`config.mk`:
```
export PLATFORM = sky130hd
export DESIGN_NAME = wb_timer
export DESIGN_NICKNAME = d
export VERILOG_FILES = /design/src/rtl/wb_timer.sv
export SDC_FILE = /design/constraint.sdc
export NUM_CORES = 1
export LEC_CHECK = 0
export ABC_CLOCK_PERIOD_IN_PS = 2500
export CAP_MARGIN = 20
export CELL_PAD_IN_SITES_DETAIL_PLACEMENT = 0
export CELL_PAD_IN_SITES_GLOBAL_PLACEMENT = 1
export CORE_UTILIZATION = 40
export CTS_CLUSTER_DIAMETER = 200
export DETAILED_ROUTE_END_ITERATION = 12
export GPL_TIMING_DRIVEN = 1
export HOLD_SLACK_MARGIN = 0.12
export PLACE_DENSITY_LB_ADDON = 0.1
export SETUP_SLACK_MARGIN = 0.15
export SKIP_LAST_GASP = 1
export SYNTH_ARGS = -nofsm -noshare
export SYNTH_HDL_FRONTEND = slang
export SYNTH_SLANG_ARGS = --single-unit
```
`constraint.sdc`:
```
create_clock -name i_clk -period 2.5 [get_ports i_clk]
set_input_delay 0.25 -clock i_clk [delete_from_list [all_inputs] [get_ports i_clk]]
set_output_delay 0.25 -clock i_clk [all_outputs]
set_load 0.005 [all_outputs]
```
`src/rtl/wb_timer.sv`:
```
// wb_timer: Wishbone responder for the RISC-V machine timer (mtime/mtimecmp),
// with a tick prescaler, a control register and a level timer interrupt.
module wb_timer #(
   parameter logic [15:0] PRESCALE_RST = 16'd0,
   parameter logic [63:0] MTIMECMP_RST = 64'hFFFF_FFFF_FFFF_FFFF
) (
   input  logic        i_clk,
   input  logic        i_reset,
   input  logic        i_wb_stb,
   input  logic [31:0] i_wb_addr,
   input  logic        i_wb_we,
   input  logic [31:0] i_wb_data,
   input  logic [2:0]  i_wb_sel,
   output logic [31:0] o_wb_data,
   output logic        o_wb_ack,
   output logic        o_wb_stall,
   output logic        o_irq
);

   localparam int unsigned DW = 32;
   localparam int unsigned TW = 64;
   localparam int unsigned PW = 16;

   localparam logic [2:0] A_MTIME_LO = 3'd0;
   localparam logic [2:0] A_MTIME_HI = 3'd1;
   localparam logic [2:0] A_CMP_LO   = 3'd2;
   localparam logic [2:0] A_CMP_HI   = 3'd3;
   localparam logic [2:0] A_CTRL     = 3'd4;
   localparam logic [2:0] A_PRESCALE = 3'd5;

   logic [TW-1:0] mtime, mtime_nxt;
   logic [TW-1:0] mtimecmp, mtimecmp_nxt;
   logic [DW-1:0] shadow, shadow_nxt;
   logic [PW-1:0] prescale, prescale_nxt;
   logic [PW-1:0] pcnt, pcnt_nxt;
   logic          ctrl_en, ctrl_en_nxt;
   logic          ctrl_irq_en, ctrl_irq_en_nxt;
   logic [DW-1:0] rdata_c;
   logic [3:0]    wmask;
   logic [2:0]    reg_sel;
   logic          accept, wr_en, rd_en, tick;
   logic          unused_bits;

   assign unused_bits = ^{i_wb_addr[31:5], i_wb_sel[2]};

   // Single outstanding request: the ack cycle is also the stall cycle.
   assign o_wb_stall = o_wb_ack;
   assign accept     = i_wb_stb && !o_wb_ack;
   assign reg_sel    = i_wb_addr[4:2];
   assign rd_en      = accept && !i_wb_we;
   assign wr_en      = accept && i_wb_we && (wmask != 4'b0000);
   assign tick       = ctrl_en && (pcnt == prescale);

   // Merge the enabled byte lanes of new data into an existing word.
   function automatic logic [DW-1:0] merge(input logic [DW-1:0] old_w,
                                           input logic [DW-1:0] new_w,
                                           input logic [3:0]    m);
      logic [DW-1:0] res;
      for (int i = 0; i < 4; i++) begin
         res[8*i +: 8] = m[i] ? new_w[8*i +: 8] : old_w[8*i +: 8];
      end
      return res;
   endfunction

   // Byte-lane mask from size and offset; misaligned accesses yield no lanes.
   always_comb begin
      wmask = 4'b0000;
      case (i_wb_sel[1:0])
         2'b00:   wmask = 4'b0001 << i_wb_addr[1:0];
         2'b01:   wmask = i_wb_addr[0] ? 4'b0000 :
                          (i_wb_addr[1] ? 4'b1100 : 4'b0011);
         default: wmask = (i_wb_addr[1:0] == 2'b00) ? 4'b1111 : 4'b0000;
      endcase
   end

   // Read mux over the pre-edge register contents.
   always_comb begin
      rdata_c = '0;
      case (reg_sel)
         A_MTIME_LO: rdata_c = mtime[31:0];
         A_MTIME_HI: rdata_c = shadow;
         A_CMP_LO:   rdata_c = mtimecmp[31:0];
         A_CMP_HI:   rdata_c = mtimecmp[63:32];
         A_CTRL:     rdata_c = {30'd0, ctrl_irq_en, ctrl_en};
         A_PRESCALE: rdata_c = {16'd0, prescale};
         default:    rdata_c = '0;
      endcase
   end

   // Next state: prescaled counting, with bus writes overriding the tick.
   always_comb begin
      mtime_nxt       = tick ? mtime + 64'd1 : mtime;
      pcnt_nxt        = !ctrl_en ? pcnt : (tick ? '0 : pcnt + 16'd1);
      mtimecmp_nxt    = mtimecmp;
      prescale_nxt    = prescale;
      ctrl_en_nxt     = ctrl_en;
      ctrl_irq_en_nxt = ctrl_irq_en;
      shadow_nxt      = (rd_en && reg_sel == A_MTIME_LO) ? mtime[63:32] : shadow;
      if (wr_en) begin
         case (reg_sel)
            A_MTIME_LO: mtime_nxt = {mtime[63:32], merge(mtime[31:0], i_wb_data, wmask)};
            A_MTIME_HI: mtime_nxt = {merge(mtime[63:32], i_wb_data, wmask), mtime[31:0]};
            A_CMP_LO:   mtimecmp_nxt = {mtimecmp[63:32], merge(mtimecmp[31:0], i_wb_data, wmask)};
            A_CMP_HI:   mtimecmp_nxt = {merge(mtimecmp[63:32], i_wb_data, wmask), mtimecmp[31:0]};
            A_CTRL: begin
               if (wmask[0]) begin
                  ctrl_en_nxt     = i_wb_data[0];
                  ctrl_irq_en_nxt = i_wb_data[1];
               end
            end
            A_PRESCALE: begin
               prescale_nxt = 16'(merge({16'd0, prescale}, i_wb_data, wmask));
               pcnt_nxt     = '0;
            end
            default: ;
         endcase
      end
   end

   // State and registered bus/interrupt outputs.
   always_ff @(posedge i_clk) begin
      if (!i_reset) begin
         mtime       <= '0;
         shadow      <= '0;
         mtimecmp    <= MTIMECMP_RST;
         prescale    <= PRESCALE_RST;
         pcnt        <= '0;
         ctrl_en     <= 1'b0;
         ctrl_irq_en <= 1'b0;
         o_wb_ack    <= 1'b0;
         o_wb_data   <= '0;
         o_irq       <= 1'b0;
      end else begin
         mtime       <= mtime_nxt;
         shadow      <= shadow_nxt;
         mtimecmp    <= mtimecmp_nxt;
         prescale    <= prescale_nxt;
         pcnt        <= pcnt_nxt;
         ctrl_en     <= ctrl_en_nxt;
         ctrl_irq_en <= ctrl_irq_en_nxt;
         o_wb_ack    <= accept;
         o_wb_data   <= rd_en ? rdata_c : '0;
         o_irq       <= ctrl_irq_en && (mtime >= mtimecmp);
      end
   end

endmodule

```
After elaboration in Yosys (flattened, before gate mapping)
Cells that the tools add are included.
Widths: inputs -> output; s select.
- add/sub/neg operators: 2
- multiply operators: 0
- divide/modulo/power cells: 0
- $lt $le $gt $ge: 1
- equal/unequal tests: 17
- shift-type cells: 1
- multiplexer cells: 17
- bitwise operators: 2
- reductions and logical operators: 33
- operators by type and width (operator ; count):
    $pmux 64 s2 ; 2
    $pmux 32 s6 ; 1
    $mux 64 ; 2
    $add 64x1->64 const B ; 1
    $ge 64x64->1 ; 1
    $mux 16 ; 4
    $mux 8 ; 4
    $reduce_and 4->1 ; 8
    $ne 3x3->1 const B ; 8
    $reduce_and 2->1 ; 9
    $add 16x1->16 const B ; 1
    $eq 16x16->1 ; 1
    $mux 4 ; 3
    $reduce_and 3->1 ; 3
    $pmux 4 s2 ; 1
    $logic_and 1x1->1 ; 7
    $eq 3x2->1 const B ; 2
    $eq 3x3->1 const B ; 2
    $logic_not 2->1 ; 2
    $ne 2x2->1 const B ; 2
    $reduce_bool 4->1 ; 1
    $shl 1x2->4 const A ; 1
    $eq 3x1->1 const B ; 1
    $logic_not 3->1 ; 1
    other kinds (3) ; 5
- flip-flop bits (word level): 228
- latch bits: 0
- memory bits (writable): 0
- memory bits (read-only): 0
- output and inout port bits: 35
- memories kept: 0

Logic depth before layout (Yosys ltp)
Gate-level depths: netlist of run 1.
- depth in word-level cells: 7
- mapped depth: 9
- depth with buffers taken out: 8

Worst setup path after synthesis of run 1
Ideal clock, no wire load.
- kind: register -> register
- from: register mtime[12]
- to: register mtime[49]
- library setup time: 0.120 ns
- data arrival time: 2.624 ns
- data required time: 2.380 ns
- path slack: -0.243 ns
- cell stages (with the launch flop): 9
- path buffers: 2
- clock period less this slack: 2.743 ns
- cells stage by stage: dfxtp_1 -> clkbuf_1 -> nand4_1 -> or4_1 -> clkbuf_2 -> or4_4 -> or2_4 -> o311a_1 -> a211o_1
- word-level cells in the longest chain between the ends: 4
- ends and longest elaborated chain (what ; line ; source):
    from (decl) ; 31 ; logic [TW-1:0] mtime, mtime_nxt;
    from (signal assigned) ; 134 ; mtime <= mtime_nxt;
    $add 64x1->64 * ; 92 ; mtime_nxt = tick ? mtime + 64'd1 : mtime;
    $mux 64 * ; 92 ;
    $pmux 64 s2 ; 100 ; case (reg_sel)
    $mux 64 * ; 99 ; if (wr_en) begin
Mark *: on every way between the ends. The rest lies on a longest branch, timed or not.
A chain may end at the register's enable or synchronous reset.

Worst setup path after layout of run 1
- from: register mtime[13]
- to: register mtime[49]
Same word-level chain as after synthesis.

==> reports/qor.txt, run 1 <==
Synth Instances -> 1648
Avg Cell Area, Syn -> 7.87 sq um
Initial Util -> 40.9%
fin util -> 54.9%
I/O pin total -> 106
Via density -> 6.02
DRC -> 0
Rows -> 65
Die ar. -> 33200 sq um
gr ovfl total -> 0
crit path capture type -> flip-flop
Worst setup SP type -> flip-flop
worst skew pair latency -> 560 ps
P&R area growth vs syn -> 34.3%
NumNets Final -> 2054
register bit count reported by yosys -> 228
period utilisation layout -> 98.0%
CTS sink count -> 228
setup_tns -> 0 ps
WP data required -> 2940 ps
pwr dens -> 497 nW/um^2
CTS tree -> done
Max Root-Sink Buffers -> 3
minimum clock period -> 2450 ps
worst path arrival time -> 2890 ps
Fin. Hold Viols -> 0
Final Wtd Congestion -> 0.959
synth warn -> 0
layout cell share with drive strength beyond 1 -> 21.2%
routed len/inst -> 23.3 um
initial antenna violation count -> 1
number of routed nets with antenna violations -> 0
fraction of registers with async set/reset -> 0%
DRT Pass-1 Iters -> 6
Max Cap Viol -> 0
Final setup viols -> 0
post-DP HPWL -> 40.5 mm
Worst-path clk slew -> 60 ps
routed wire length -> 54.5 mm
H-tree levels -> 1
Most used DFF post-synth -> dfxtp_1
placed inst area -> 15900 sq um
EDFF count, synth -> 0
total power draw -> 0.00865 W
largest net degree at the start of global routing -> 64
distinct cell type count after synthesis -> 71
CTS Buf Count -> 28
GRT Overall Usage -> 32.4%
sequential element share of the synthesized area -> 35.2%
IO Port Bufs -> 77
CP max FO -> 4
Ant. Diodes -> 0
vias post-DR -> 14100
Pleak -> 7.50 nW
Hold Path Class -> in -> reg
Max VDD drop -> 0.456 mV
Core Region -> 31700 sq um
max_slew headroom -> 53.0%
f_max -> 408 MHz
Die X -> 182 um
Root Driver -> clkbuf_16
Post-Syn Area -> 13000 sq um
initial drt markers -> 1467
Final Skew -> 19.0 ps
Syn Nets -> 1785
RSZ-0062 raised after global routing -> true
outcome -> completed
global-route wire length before repair -> 81.6 mm
vias in the first global route -> 13300
chip height -> 182 um
Crit Path Class -> reg -> reg
Max Slew Vio Count -> 0
worst slew pin tran -> 705 ps
post-route cell area -> 17400 sq um
==> flip-flops by register name, indices dropped and copies added, names as in the netlist <==
name,cells
o_irq,1
pcnt,16
o_wb_data,32
shadow,32
mtime,64
mtimecmp,64
ctrl_en,1
ctrl_irq_en,1
o_wb_ack,1
prescale,16
==> power breakdown <==
part | leakage [nW] | switching [W] | internal, W | total, W
Clock | 0.465 | 0.00166 | 0.00264 | 0.00430
Sequential | 1.85 | 0.0000141 | 0.00365 | 0.00367
Combinational | 5.18 | 0.000428 | 0.000254 | 0.000682
==> layout make-up <==
cell class | count | area [sq um]
fill | 3068 | 14300
multi-input combinational | 1236 | 8160
sequential | 228 | 4600
timing repair buffer | 348 | 2910
clock buffer | 42 | 815
tap | 402 | 503
inverter | 75 | 282
clock inverter | 8 | 143
==> worst max-delay path, stage by stage (launching register included) <==
cell	delay [ps]
dfxtp_2	330
nand4_1	170
or4_4	580
or4_4	470
or2_4	280
o311a_1	280
a211o_1	230
==> cell usage after synthesis, types with 13 or more instances <==
library cell,instances,area [sq um]
a21oi_1,97,485
and2_1,13,81.3
ha_1,66,826
and3_1,21,131
nand2_1,250,938
nand4_1,57,357
o21ai_0,55,275
inv_1,75,282
nor3_1,44,220
nand3_1,70,350
a22oi_1,66,495
nor4_1,24,150
xnor2_1,24,210
a31oi_1,18,113
mux2i_1,53,531
clkbuf_1,92,345
nor2_1,116,435
o211ai_1,44,330
dfxtp_1,228,4560
==> timing repair <==
item | CTS | global route
buffers inserted | 4 | 5
resized for setup | 37 | 75
hold buffers | 1 | 0
endpoints found under the hold margin | 16 | 0
pin swaps | 17 | 26
endpoints found under the setup margin | 45 | 44
==> logic make-up (layout without fill, tap and decap cells) <==
| logic type | count (synthesis) | in the layout | synth area share (%) |
|---|---|---|---|
| adders and majority gates | 66 | 66 | 6.36 |
| DFF | 228 | 228 | 35.2 |
| and+or+nand+nor | 654 | 654 | 24.0 |
| muxes | 57 | 57 | 4.44 |
| AOI/OAI and AO/OA | 423 | 423 | 22.2 |
| xor gates and xnor gates | 36 | 36 | 2.43 |
| buffers and inverters | 184 | 473 | 5.40 |
==> per-layer routing <==
layer | wire, um | global-route usage [%] | part of all wire [%]
met5 | 0 | 0 | 0
met4 | 1770 | 10.6 | 3.3
met3 | 4500 | 6.13 | 8.3
met2 | 23100 | 48.7 | 42
met1 | 25100 | 46.3 | 46
==> stage by stage <==
| step | std cells | setup slack [ps] | hold WS (ps) |
|---|---|---|---|
| floorplan | 1648 | -14.5 | 359 |
| global placement | 2279 | -119 | 443 |
| detailed placement | 2279 | -109 | 446 |
| CTS | 2334 | 76.1 | 409 |
| global route | 2339 | -10.9 | 440 |
| finish | 2339 | 51.2 | 426 |
==> cells in the final DEF, fill, tap and decap left out, drive strengths merged, types with 66 or more instances in the layout <==
cell type	count
buf	271
nand2	250
dfxtp	228
nor2	116
a21oi	97
clkdlybuf4s50	76
inv	75
nand3	70
a22oi	66
ha	66
==> worst paths after layout <==
| kind | from | end | slack, ps | cells past startpoint |
|---|---|---|---|---|
| setup / recovery | mtime[13]$_SDFFE_PN0P_ | mtime[49]$_SDFFE_PN0P_ | 50 | 6 |
| hold / removal | i_wb_data[17] | mtimecmp[49]$_SDFFE_PN1P_ | 430 | 3 |
| setup reg to reg | mtime[13]$_SDFFE_PN0P_ | mtime[49]$_SDFFE_PN0P_ | 50 | 6 |
| hold reg to reg | shadow[17]$_SDFFE_PN0P_ | shadow[17]$_SDFFE_PN0P_ | 450 | 2 |
No activity file was read; power rests on OpenSTA's default activity.
==> run 2: changes to the inputs <==
--- a/config.mk
+++ b/config.mk
@@ -14,8 +14,9 @@
 export DETAILED_ROUTE_END_ITERATION = 12
 export GPL_TIMING_DRIVEN = 1
 export HOLD_SLACK_MARGIN = 0.12
-export PLACE_DENSITY_LB_ADDON = 0.1
+export PLACE_DENSITY = 0.84
 export SETUP_SLACK_MARGIN = 0.15
+export SKIP_CTS_REPAIR_TIMING = 1
 export SKIP_LAST_GASP = 1
 export SYNTH_ARGS = -nofsm -noshare
 export SYNTH_HDL_FRONTEND = slang
==> reports/qor.txt, run 2 (synthesized netlist as in run 1, its figures left out) <==
Core Region -> 31700 sq um (unchanged)
Worst-path clk slew -> 70 ps (about the same)
fin util -> 54.6% (-0.28 points)
global-route wire length before repair -> 81.0 mm (-0.65%)
vias post-DR -> 14300 (+1.7%)
Final Wtd Congestion -> 1.01 (+5.2%)
worst path arrival time -> 3010 ps (+120 ps)
CTS tree -> done
FF-to-FF path depth -> 7 (+1)
chip height -> 182 um (unchanged)
setup_tns -> -113 ps (-113 ps)
H-tree levels -> 1 (unchanged)
post-route setup slack -> -47.4 ps (-98.7 ps)
Min-Delay Path Depth -> 3 (unchanged)
Hold Path Class -> in -> reg
f_max -> 393 MHz (-3.9%)
NumNets Final -> 2039 (-0.73%)
number of routed nets with antenna violations -> 0 (unchanged)
area of the multi-input gates -> 8150 sq um (-0.15%)
Root Driver -> clkbuf_16
DRC -> 0 (unchanged)
DRT Pass-1 Iters -> 6 (unchanged)
RSZ-0062 raised after global routing -> true
Final setup viols -> 5 (+5)
Final Skew -> 14.7 ps (-4.26 ps)
total power draw -> 0.00842 W (-2.6%)
most common cell after layout, fill and taps aside -> nand2_1
initial drt markers -> 1554 (+5.9%)
R2R setup slack -> -50 ps (-100 ps)
Die X -> 182 um (unchanged)
Initial Util -> 40.9% (unchanged)
Filler cells -> 2955 (-3.7%)
launch point of the worst reg-to-reg path -> mtime[9]$_SDFFE_PN0P_
period utilisation layout -> 102% (+3.9 points)
Max Cap Viol -> 0 (unchanged)
outcome -> complete, but fails checks
Max Slew Vio Count -> 0 (unchanged)
layout cell share with drive strength beyond 1 -> 21.1% (-0.054 points)
Fin. Hold Viols -> 0 (unchanged)
Via density -> 6.16 (+2.3%)
FF-to-FF End -> mtime[37]$_SDFFE_PN0P_
CTS sink count -> 228 (unchanged)
vias in the first global route -> 13700 (+3.1%)
worst slew pin tran -> 975 ps (+270 ps)
Crit Path Class -> reg -> reg
Pleak -> 7.40 nW (-1.3%)
most frequent cells in the layout -> nand2_1, buf_4, dfxtp_1
post-DP HPWL -> 39.8 mm (-1.6%)
Max Root-Sink Buffers -> 3 (unchanged)
pwr dens -> 486 nW/um^2 (-2.1%)
Regs by FF count -> mtime x64, mtimecmp x64
P&R area growth vs syn -> 33.6%
max_slew headroom -> 34.8% (-18 points)
routed wire length -> 53.6 mm (-1.7%)
CP endpoint -> mtime[37]$_SDFFE_PN0P_
largest net degree at the start of global routing -> 50 (-22%)
GRT Overall Usage -> 31.7% (-0.71 points)
Fin Hold WS -> 439 ps (+12.7 ps)
Worst setup SP type -> flip-flop
Rows -> 65 (unchanged)
routed len/inst -> 23.0 um (-1.1%)
crit path capture type -> flip-flop
CP max FO -> 4 (unchanged)
initial antenna violation count -> 0 (-1)
Die ar. -> 33200 sq um (unchanged)
Ant. Diodes -> 0 (unchanged)
WP data required -> 2960 ps (+20 ps)
gr ovfl total -> 0 (unchanged)
failing checks -> negative setup slack
minimum clock period -> 2550 ps (+98.7 ps)
Max VDD drop -> 0.593 mV (+30%)
I/O pin total -> 106 (unchanged)
worst skew pair latency -> 560 ps (about the same)
Reg area -> 4620 sq um (+0.38%)
CTS Buf Count -> 27 (-3.6%)
IO Port Bufs -> 77 (unchanged)
Critical Path Start -> mtime[9]$_SDFFE_PN0P_
run 2: cell count changes in the layout (fill, tap and decap cells not counted), moves of 3 or more:
cell,before,now
buf_12,5,9
buf_4,256,237
clkbuf_1,9,5
clkinv_2,3,7
dfxtp_1,204,196
dfxtp_2,21,26
dfxtp_4,3,6
run 2: stage by stage:
step / area, sq um / cells / worst slack (ps)
floorplan: 13100 / 1648 / -14.5
finish: 17300 / 2325 / -47.4
global route: 17300 / 2325 / -93.8
CTS: 16700 / 2315 / -234
global placement: 15800 / 2265 / -163
detailed placement: 15800 / 2265 / -223
run 2: cell type report:
class,count,area share [%]
inverters,75,1.62
clock inverters,12,0.693
multi-input cells,1236,47.0
flip-flops and latches,228,26.7
well taps,402,2.90
repair buffers,334,16.5
clock buffers,38,4.55
run 2: power by group:
part,switching (W),internal (W)
sequential,0.0000155,0.00365
clock,0.00168,0.00241
combinational,0.000417,0.000254
run 2: worst min path at each step:
stage                                     end                    start  slack [ps]
floorplan              mtime[40]$_SDFFE_PN0P_             i_wb_data[8]         360
CTS                 mtimecmp[61]$_SDFFE_PN1P_                  i_reset          60
finish              mtimecmp[55]$_SDFFE_PN1P_            i_wb_data[23]         440
global placement      shadow[24]$_SDFFE_PN0P_  shadow[24]$_SDFFE_PN0P_         440
detailed placement     shadow[3]$_SDFFE_PN0P_   shadow[3]$_SDFFE_PN0P_         450
global route        mtimecmp[55]$_SDFFE_PN1P_            i_wb_data[23]         440
run 2: layer usage:
layer	up-vias	global-route usage, %	share of wire (%)
li1	6578	-	-
met5	-	0	0
met1	6856	44.6	44
met2	767	48.1	43
met3	129	5.29	10
met4	0	12.3	3.5
run 2: critical path, cell delays in order, from the launching register on:
cell	delay [ps]
dfxtp_1	390
nand4_1	190
or4_4	490
or4_4	560
or2_4	270
buf_4	150
o32a_1	310
o311ai_2	80
